**config.mk**
```make
export PLATFORM = sky130hd
export DESIGN_NAME = line_steer_ctrl
export DESIGN_NICKNAME = d
export VERILOG_FILES = /design/src/rtl/line_ctrl_pkg.sv /design/src/rtl/line_steer_ctrl_pwm_gen.sv /design/src/rtl/line_steer_ctrl.sv
export SDC_FILE = /design/constraint.sdc
export NUM_CORES = 1
export LEC_CHECK = 0
export CAP_MARGIN = 10
export CORE_MARGIN = 4
export CORE_UTILIZATION = 45
export CTS_BUF_LIST = sky130_fd_sc_hd__clkbuf_8
export DETAILED_ROUTE_END_ITERATION = 6
export MAX_ROUTING_LAYER = met4
export PLACE_DENSITY = 0.67
export RECOVER_POWER = 50
export SLEW_MARGIN = 20
export SYNTH_ARGS = -nofsm -noshare
export SYNTH_HDL_FRONTEND = slang
export SYNTH_SLANG_ARGS = --single-unit
```
**constraint.sdc**
```tcl
create_clock -name clk -period 3.5 [get_ports clk]
set_clock_uncertainty 0.1 [all_clocks]
set_input_delay 0.35 -clock clk [delete_from_list [all_inputs] [get_ports clk]]
set_output_delay 0.35 -clock clk [all_outputs]
set_load 0.01 [all_outputs]
```
**src/rtl/line_ctrl_pkg.sv**
```systemverilog
// ---------------------------------------------------------------------------
// line_ctrl_pkg
// Shared types and helpers for the line steering controller.
//   state_t  : controller state encoding (IDLE/TRACK/COAST/SEARCH)
//   X_W      : centroid width (pixels)
//   ERR_W    : signed error / filtered position width
//   DUTY_W   : duty width for the default PWM period
//   clamp()  : saturate an integer into [lo, hi]
// ---------------------------------------------------------------------------
package line_ctrl_pkg;

  typedef enum logic [1:0] {
    ST_IDLE   = 2'd0,
    ST_TRACK  = 2'd1,
    ST_COAST  = 2'd2,
    ST_SEARCH = 2'd3
  } state_t;

  localparam int X_W            = 11;
  localparam int ERR_W          = 12;
  localparam int LOST_W         = 4;
  localparam int DEF_PWM_PERIOD = 1000;
  localparam int DUTY_W         = $clog2(DEF_PWM_PERIOD + 1);

  function automatic int clamp(input int v, input int lo, input int hi);
    if (v < lo) begin
      return lo;
    end else if (v > hi) begin
      return hi;
    end
    return v;
  endfunction

endpackage

```
**src/rtl/line_steer_ctrl_pwm_gen.sv**
```systemverilog
// ---------------------------------------------------------------------------
// pwm_gen
// One PWM channel: holds the active duty, which is reloaded from the shadow
// duty only when the shared period counter wraps, and compares it against
// the counter.
// Ports:
//   clk, rst   : clock, asynchronous active-high reset
//   cnt        : shared period counter value
//   wrap       : counter is on its last count; active duty reloads this edge
//   shadow     : duty requested by the controller
//   force_low  : gate the output low regardless of duty
//   pwm        : PWM output (high while cnt < active duty)
// ---------------------------------------------------------------------------
module pwm_gen
  import line_ctrl_pkg::*;
#(
  parameter int DW = DUTY_W
) (
  input  logic          clk,
  input  logic          rst,
  input  logic [DW-1:0] cnt,
  input  logic          wrap,
  input  logic [DW-1:0] shadow,
  input  logic          force_low,
  output logic          pwm
);

  logic [DW-1:0] active_reg;

  always_ff @(posedge clk or posedge rst) begin
    if (rst) begin
      active_reg <= '0;
    end else if (wrap) begin
      active_reg <= shadow;
    end
  end

  // A duty of 0 never compares true; a duty equal to the period always does.
  assign pwm = !force_low && (cnt < active_reg);

endmodule

```
**src/rtl/line_steer_ctrl.sv**
```systemverilog
// ---------------------------------------------------------------------------
// line_steer_ctrl
// Per-frame closed-loop steering: samples the line centroid on frame_tick,
// IIR-filters it, forms an error about the image centre and drives a pair of
// PWM motor outputs through a TRACK/COAST/SEARCH state machine.
// Optional build macro: STEER_DERIV_EN adds a derivative term to the
// control law (prev_err register, no kick on acquisition).
// Ports:
//   clk, rst     : video clock, asynchronous active-high reset
//   frame_tick   : one-cycle per-frame strobe, inputs stable when high
//   centroid_x   : line centroid in pixels (clamped to IMG_W-1)
//   line_valid   : centroid trustworthy
//   line_lost    : no line found (overrides line_valid)
//   enable       : motion enable level; low forces IDLE and PWM low
//   pwm_left/right : motor PWM outputs
//   steer_err    : signed filt_x - IMG_W/2
//   state        : IDLE=0 TRACK=1 COAST=2 SEARCH=3
//   lost_cnt     : consecutive lost frames, saturating at 15
// ---------------------------------------------------------------------------
module line_steer_ctrl
  import line_ctrl_pkg::*;
#(
  parameter int IMG_W       = 640,
  parameter int PWM_PERIOD  = 1000,
  parameter int BASE_DUTY   = 600,
  parameter int KP_SHIFT    = 2,
  parameter int KD_SHIFT    = 3,
  parameter int ALPHA_SHIFT = 2,
  parameter int LOST_FRAMES = 8,
  parameter int SEARCH_DUTY = 400
) (
  input  logic              clk,
  input  logic              rst,
  input  logic              frame_tick,
  input  logic [X_W-1:0]    centroid_x,
  input  logic              line_valid,
  input  logic              line_lost,
  input  logic              enable,
  output logic              pwm_left,
  output logic              pwm_right,
  output logic [ERR_W-1:0]  steer_err,
  output logic [1:0]        state,
  output logic [LOST_W-1:0] lost_cnt
);

  localparam int                      DW       = $clog2(PWM_PERIOD + 1);
  localparam logic [X_W-1:0]          X_MAX    = X_W'(IMG_W - 1);
  localparam logic signed [ERR_W-1:0] CENTER   = ERR_W'(IMG_W / 2);
  localparam logic [LOST_W-1:0]       LOST_LIM = LOST_W'(LOST_FRAMES);
  localparam logic [LOST_W-1:0]       LOST_SAT = '1;
  localparam logic [DW-1:0]           SPIN     = DW'(SEARCH_DUTY);
  localparam logic [DW-1:0]           CNT_LAST = DW'(PWM_PERIOD - 1);

  // Stage 1: FSM, lost counter, filter
  state_t                  state_reg, state_next;
  logic [LOST_W-1:0]       lost_reg, lost_next;
  logic signed [ERR_W-1:0] filt_reg, filt_next;
  logic                    busy1_reg, busy1_next;
  logic                    upd_reg, upd_next;

  // Stage 2: error and shadow duties
  logic                    busy2_reg;
  logic signed [ERR_W-1:0] err_reg;
  logic [DW-1:0]           shadow_reg [2];

  // PWM period counter
  logic [DW-1:0]           cnt_reg;
  logic                    wrap;

  logic                    accept;
  logic                    good;
  logic [X_W-1:0]          x_clamp;
  logic signed [ERR_W-1:0] x_s;
  logic signed [ERR_W-1:0] filt_diff;
  logic signed [ERR_W-1:0] filt_smooth;
  logic [LOST_W-1:0]       lost_inc;

  logic signed [ERR_W-1:0] err_new;
  int                      err_i;
  int                      corr_i;
  logic [DW-1:0]           duty_calc [2];

`ifdef STEER_DERIV_EN
  logic                    acq_reg, acq_next;
  logic signed [ERR_W-1:0] prev_err_reg;
  int                      prev_i;
`endif

  // ------------------------------------------------------------------------
  // Sample qualification and filter arithmetic
  // ------------------------------------------------------------------------
  always_comb begin
    // Ticks landing while the two-stage pipeline is still busy are dropped.
    accept      = frame_tick && !busy1_reg && !busy2_reg;
    good        = line_valid && !line_lost;
    x_clamp     = (centroid_x > X_MAX) ? X_MAX : centroid_x;
    x_s         = {1'b0, x_clamp};
    filt_diff   = x_s - filt_reg;
    filt_smooth = filt_reg + (filt_diff >>> ALPHA_SHIFT);
    lost_inc    = (lost_reg == LOST_SAT) ? LOST_SAT : lost_reg + 1'b1;
  end

  // ------------------------------------------------------------------------
  // FSM next-state
  // ------------------------------------------------------------------------
  always_comb begin
    state_next = state_reg;
    lost_next  = lost_reg;
    filt_next  = filt_reg;
    busy1_next = 1'b0;
    upd_next   = 1'b0;
`ifdef STEER_DERIV_EN
    acq_next   = 1'b0;
`endif
    if (!enable) begin
      state_next = ST_IDLE;
      lost_next  = '0;
    end else if (accept) begin
      busy1_next = 1'b1;
      case (state_reg)
        ST_IDLE, ST_SEARCH: begin
          if (good) begin
            // Acquisition: jump straight to the measurement, no smoothing.
            state_next = ST_TRACK;
            filt_next  = x_s;
            lost_next  = '0;
            upd_next   = 1'b1;
`ifdef STEER_DERIV_EN
            acq_next   = 1'b1;
`endif
          end else if (state_reg == ST_SEARCH) begin
            lost_next = lost_inc;
          end
        end
        ST_TRACK: begin
          if (good) begin
            filt_next = filt_smooth;
            upd_next  = 1'b1;
          end else begin
            state_next = ST_COAST;
            lost_next  = LOST_W'(1);
          end
        end
        ST_COAST: begin
          if (good) begin
            state_next = ST_TRACK;
            lost_next  = '0;
            filt_next  = filt_smooth;
            upd_next   = 1'b1;
          end else begin
            lost_next = lost_inc;
            if (lost_inc >= LOST_LIM) begin
              state_next = ST_SEARCH;
            end
          end
        end
        default: state_next = ST_IDLE;
      endcase
    end
  end

  always_ff @(posedge clk or posedge rst) begin
    if (rst) begin
      state_reg <= ST_IDLE;
      lost_reg  <= '0;
      filt_reg  <= CENTER;
      busy1_reg <= 1'b0;
      upd_reg   <= 1'b0;
`ifdef STEER_DERIV_EN
      acq_reg   <= 1'b0;
`endif
    end else begin
      state_reg <= state_next;
      lost_reg  <= lost_next;
      filt_reg  <= filt_next;
      busy1_reg <= busy1_next;
      upd_reg   <= upd_next;
`ifdef STEER_DERIV_EN
      acq_reg   <= acq_next;
`endif
    end
  end

  // ------------------------------------------------------------------------
  // Control law, evaluated on the freshly updated filter value
  // ------------------------------------------------------------------------
  always_comb begin
    err_new = filt_reg - CENTER;
    err_i   = 32'(err_new);
    corr_i  = err_i >>> KP_SHIFT;
`ifdef STEER_DERIV_EN
    // On acquisition the previous error is taken as the current one so the
    // derivative term starts at zero.
    prev_i  = acq_reg ? err_i : 32'(prev_err_reg);
    corr_i  = corr_i + ((err_i - prev_i) >>> KD_SHIFT);
`endif
    duty_calc[0] = DW'(clamp(BASE_DUTY + corr_i, 0, PWM_PERIOD));
    duty_calc[1] = DW'(clamp(BASE_DUTY - corr_i, 0, PWM_PERIOD));
  end

  always_ff @(posedge clk or posedge rst) begin
    if (rst) begin
      busy2_reg     <= 1'b0;
      err_reg       <= '0;
      shadow_reg[0] <= '0;
      shadow_reg[1] <= '0;
`ifdef STEER_DERIV_EN
      prev_err_reg  <= '0;
`endif
    end else begin
      busy2_reg <= busy1_reg;
      if (state_reg == ST_IDLE) begin
        shadow_reg[0] <= '0;
        shadow_reg[1] <= '0;
      end else if (busy1_reg && upd_reg) begin
        err_reg       <= err_new;
        shadow_reg[0] <= duty_calc[0];
        shadow_reg[1] <= duty_calc[1];
`ifdef STEER_DERIV_EN
        prev_err_reg  <= err_new;
`endif
      end else if (state_reg == ST_SEARCH) begin
        // Spin toward the side the line was last seen on.
        shadow_reg[0] <= err_reg[ERR_W-1] ? '0 : SPIN;
        shadow_reg[1] <= err_reg[ERR_W-1] ? SPIN : '0;
      end
    end
  end

  // ------------------------------------------------------------------------
  // Shared PWM period counter and the two output channels
  // ------------------------------------------------------------------------
  assign wrap = (cnt_reg == CNT_LAST);

  always_ff @(posedge clk or posedge rst) begin
    if (rst) begin
      cnt_reg <= '0;
    end else begin
      cnt_reg <= wrap ? '0 : cnt_reg + 1'b1;
    end
  end

  logic [1:0] pwm_bus;

  for (genvar gi = 0; gi < 2; gi++) begin : g_pwm
    pwm_gen #(
      .DW(DW)
    ) u_pwm (
      .clk       (clk),
      .rst       (rst),
      .cnt       (cnt_reg),
      .wrap      (wrap),
      .shadow    (shadow_reg[gi]),
      .force_low (state_reg == ST_IDLE),
      .pwm       (pwm_bus[gi])
    );
  end

  assign pwm_left  = pwm_bus[0];
  assign pwm_right = pwm_bus[1];
  assign steer_err = err_reg;
  assign state     = state_reg;
  assign lost_cnt  = lost_reg;

endmodule

```
== Word-level counts from Yosys, hierarchy flattened ==
Index checks and enable logic that the tools add are counted.
Word-level totals
  register bits after elaboration: 83
  word-level logic and storage cells: 100
Cells by class
  add/subtract/negate cells: 7
  magnitude comparators: 8
  equal/unequal tests: 12
  multiplexer cells: 41
  bitwise operators: 1
  reductions and logical operators: 19
Operators with widths (number)
  $mux 10: 7
  $mux 20: 3
  $mux 4: 7
  $gt 12x11->1 const B: 2
  $lt 12x1->1 const B: 2
  $mux 12: 2
  $pmux 12 s2: 1
  $lt 10x10->1: 2
  $mux 9: 2
  $add 11x10->12 const A: 1
  $add 12x10->12: 1
  $mux 2: 6
  $pmux 4 s3: 1
  $sub 11x10->12 const A: 1
  $sub 12x10->12 const B: 1
  $sub 12x12->12: 1
  $gt 11x10->1 const B: 1
  $mux 11: 1
  $add 10x1->10 const B: 1
  $eq 10x10->1 const B: 1
  $mux 1: 10
  $ne 4x4->1 const B: 2
  $reduce_and 4->1: 2
  $logic_and 1x1->1: 6
  other kinds (17): 24

== Depth between registers and ports, before layout ==
  depth in word-level cells: 8
  depth in mapped cells: 18

== Cells and area by module ==
Synthesis repeated with hierarchy kept, for this count alone.
Unflattened totals
  cells, all modules: 618
  area total of the unflattened synthesis: 5582.9 µm²
By module, submodules not included
  line_steer_ctrl: instances 1, cells each 490, area an instance 4421.7 µm², sequential area each 1579.0 µm²
  pwm_gen: instances 2, cells each 64, area an instance 580.6 µm², sequential area each 250.2 µm²

== Least setup slack after synthesis ==
Ideal clock, no wire load.
  path type: in2reg
  from: input centroid_x[7]
  to: register filt_reg[11]
  setup time: 0.127 ns
  data arrival time: 3.717 ns
  path slack: -0.444 ns
  stages: 18
  buffers on the path: 0
  cell sequence: o21a_1 -> or3_1 -> ha_1 -> or4b_1 -> o21ai_0 -> o211ai_1 -> a21oi_1 -> inv_1 -> a21oi_1 -> xnor2_1 -> ha_1 -> a21oi_1 -> nand2_1 -> a41oi_1 -> o21ai_0 -> a21oi_1 -> xnor2_1 -> o21ai_0
Between the ends
  cells in the longest elaborated chain, start to end: 6
RTL lines
  start: declaration: line line_steer_ctrl.sv:35  | input logic [X_W-1:0] centroid_x,
  $gt 11x10->1: line line_steer_ctrl.sv:96  | x_clamp = (centroid_x > X_MAX) ? X_MAX : centroid_x;
  $mux 11 *: line line_steer_ctrl.sv:96
  $sub 12x12->12 *: line line_steer_ctrl.sv:98  | filt_diff = x_s - filt_reg;
  $add 12x10->12 *: line line_steer_ctrl.sv:99  | filt_smooth = filt_reg + (filt_diff >>> ALPHA_SHIFT);
  $mux 12 *: line line_steer_ctrl.sv:136, line_steer_ctrl.sv:145
  $pmux 12 s2 *: line line_steer_ctrl.sv:120  | case (state_reg)
  end signal: assignment: line line_steer_ctrl.sv:175  | filt_reg <= filt_next;
  end: declaration: line line_steer_ctrl.sv:57  | logic signed [ERR_W-1:0] filt_reg, filt_next;
Mark *: on every way between the ends. The rest lies on a longest branch, timed or not. The select of a mux whose other input is x is not followed.
A chain may end at the register's enable or synchronous reset.

== Final worst setup path ==
  from: input centroid_x[7]
  to: register filt_reg[7]
Between the ends
  cells in the longest elaborated chain, start to end: 6
  elaborated cells between the ends (all ways): 7
  those cells by class: add/sub (2); order compare (1); mux (4)
RTL lines (line)
  $gt 11x10->1: line_steer_ctrl.sv:96
  $mux 11 *: line_steer_ctrl.sv:96
  $sub 12x12->12: line_steer_ctrl.sv:98
  $add 12x10->12: line_steer_ctrl.sv:99
  $mux 12: line_steer_ctrl.sv:136, line_steer_ctrl.sv:145
  $pmux 12 s2 *: line_steer_ctrl.sv:120
Marked as above.

==> metrics.txt <==
YS warnings=0; Max FO, Critical Path=3; Yosys cell types=64; Yosys reg bits=83; WP data arrival=3730 ps; initial core utilization=0.459; commonest non-fill, non-tap cells in the layout=nand2_1, dfrtp_1, buf_4; # diodes=0; P&R area growth vs syn=23.1%; GRT overflow=0; io pins=37; met1 Use GR=0.249; crit path launch type=primary input; Placement Setup Slack=-972 ps; critical path required time=~3600 ps; H-tree Lvls=3; GRT Total Usage=0.193; Max Transition Viols Final=42; Bufs and invs on worst path=2; Hold Fails Final Rpt=0; CP max-delay cell=or4b_4; RD Place Congestion=0.878; Bufs on Longest Clock Path=2; Setup crit end kind=flip-flop; most common cell after layout, fill and taps aside=nand2_1; drc violations=0; HP Class=flip-flop to flip-flop; Finished Cell Area=6760 µm²; peak supply drop=0.000441 V; DIE WIDTH=118 µm; Fmax=0.278 GHz; M2 GR Usage=0.323; Netlist Area Pre-Place=5490 µm²; CP cell instances=buf_6 -> o21a_4 -> or3_4 -> ha_4 -> or4b_4 -> o21a_1 -> o21ai_1 -> nand2b_1 -> a21oi_2 -> xnor2_1 -> ha_1 -> o21ai_2 -> o21bai_2 -> a41oi_2 -> buf_4 -> xnor2_2 -> a211oi_2 -> a21oi_1; first-pass GRT wire length=roughly 22 mm; Final setup viols=3; outcome=finished with violations; FILL cells=1067; kind of critical path=primary input to flip-flop; Max-Cap Viols=1; CP delay by family, top=compound AO/OA/AOI/OAI gates; Sinks on Clock Net=83; fin crit period=3600 ps; core area=12000 µm²; layout cells sized above 1=0.168; relative slew slack=-0.158; via count=between 4k and 5k; Leakage Power=0.00298 µW; Final period util=1.03; wire per inst=between 15 and 20 µm; setup tns final=-153 ps; Net Count, Synth=678; DRT Pass-1 Iters=5; die area=14000 µm²; Post-Synthesis Cells=~600; vias in the first global route=between 4k and 5k; hpwl dp=9.85 mm; unrepaired setup endpoints after global routing=true; Main synth FF type=dfrtp_1; worst slew pin tran=~1700 ps; max incr delay on CP=490 ps; Post-synth EDFFs=0; Placement Cell Area=6410 µm²; clock latency on the worst-skew pair=360 ps; failing checks=max-capacitance violations, max-slew violations, negative setup slack; initial antenna violation count=0; cts bufs inserted=9; TritonCTS clock tree=built; largest net degree at the start of global routing=42; hold buffer count at cts=0; sequential share of the synthesized area=0.379; crit path setup slack, layout=-98.7 ps; Avg Cell Area, Syn=9.09 µm²; Nets=768; number of DRC markers in iteration 0=206; Multi-input gate area=3370 µm²; Clk pin slew, worst setup/hold paths=80 ps; Antenna Violating Nets Remaining=0; met3 usage=0.0182; register area=2080 µm²; Cell Rows=40; Root Buffer=clkbuf_8; async set-reset flop share out of synthesis=1.00; Avg Vias per Cell=around 5.5; total wire length=~13 mm; PwrDens=646 nW/µm²; IO Port Bufs=36; layer with the highest usage=met2; DIE HEIGHT=118 µm
==> worst paths after layout <==
path                                          from                                       end  slack (ps)  depth (start not counted)
max                                  centroid_x[7]                   filt_reg[7]$_DFFE_PP0P_        -100                         18
min reg2reg                    busy1_reg$_DFF_PP0_                       busy2_reg$_DFF_PP0_         340                          0
max in group asynchronous                      rst                      state[0]$_DFFE_PP0P_         800                          3
min                            busy1_reg$_DFF_PP0_                       busy2_reg$_DFF_PP0_         340                          0
min in group asynchronous                      rst  g_pwm[1].u_pwm.active_reg[1]$_DFFE_PP0N_         770                          2
max reg2reg                filt_reg[1]$_DFFE_PP0P_                   filt_reg[7]$_DFFE_PP0P_          70                         16
==> cell type report <==
type / count / share of cell area
Tap cell: 147 / 0.0272
Timing Repair Buffer: 94 / 0.117
Multi-Input combinational cell: 466 / 0.498
Clock inverter: 6 / 0.00963
Inverter: 40 / 0.0224
Sequential cell: 83 / 0.308
Clock buffer: 9 / 0.0183
==> timing repair <==
item / in CTS / in global routing
setup endpoints to repair: 9 / 8
pin swaps: 31 / 28
resized for setup: 33 / 12
buffers inserted: 2 / 4
==> worst reg2reg max path, stage by stage, from the launching register on <==
cell and delay (ps):
dfrtp_1 360, inv_1 90, ha_4 170, or4b_4 490, o21a_1 220, o21ai_1 140, nand2b_1 110, a21oi_2 160
xnor2_1 90, ha_1 350, o21ai_2 90, o21bai_2 200, a41oi_2 160, buf_4 180, xnor2_2 130, a211oi_2 220
a21oi_1 70
==> report_power, final <==
group	switching, µW	total (µW)	internal, µW
Sequential	66.6	1080	1010
Clock	350	676	327
Combinational	1350	2610	1260
==> synthesized netlist by cell type (3+ instances only) <==
cell / count / area [µm²]
or3_1: 6 / 37.5
nand3b_1: 4 / 30.0
o211ai_1: 11 / 82.6
a32o_1: 3 / 30.0
xnor2_1: 27 / 236
nand3_1: 14 / 70.1
o21ai_0: 55 / 275
mux2i_1: 3 / 30.0
o21a_1: 8 / 60.1
ha_1: 56 / 701
a31oi_1: 4 / 25.0
nor2_1: 37 / 139
nor2b_1: 9 / 56.3
o21bai_1: 3 / 22.5
nand2_1: 82 / 308
a22o_1: 3 / 26.3
xor2_1: 16 / 140
a21oi_1: 31 / 155
a211oi_1: 6 / 45.0
nand2b_1: 9 / 56.3
a311oi_1: 3 / 26.3
nor3_1: 6 / 30.0
clkbuf_1: 13 / 48.8
inv_1: 40 / 150
nand4_1: 8 / 50.1
o31ai_1: 4 / 30.0
dfrtp_1: 81 / 2030
a21o_1: 7 / 52.6
and2_1: 6 / 37.5
==> stage by stage <==
step	hold slack (ps)	std cells	power, µW	utilization
2_1_floorplan	289	604	2670	-
3_3_place_gp	331	824	3350	0.536
3_5_place_dp	330	824	3420	0.536
4_1_cts	313	841	4210	0.559
5_1_grt	366	845	4680	0.565
6_report	341	845	4360	0.565
==> per-layer routing <==
layer / up-vias / wire, µm
met5: - / 0
met4: 0 / 211
met3: 18 / 312
met2: 80 / 6420
met1: 2209 / 5810
li1: 2311 / -
==> logic make-up (layout without fill, tap and decap cells) <==
group,Yosys count,after routing,synth area share
AO/OA/AOI/OAI,160,160,0.190
XOR/XNOR,45,45,0.0766
adder cells (fa/ha/maj),57,57,0.131
buffers and inverters,55,149,0.0381
flip-flops,83,83,0.379
multiplexers,5,5,0.00957
other,1,1,0.000683
AND/OR/NAND/NOR,198,198,0.175
(Power assumes the default switching activity.)
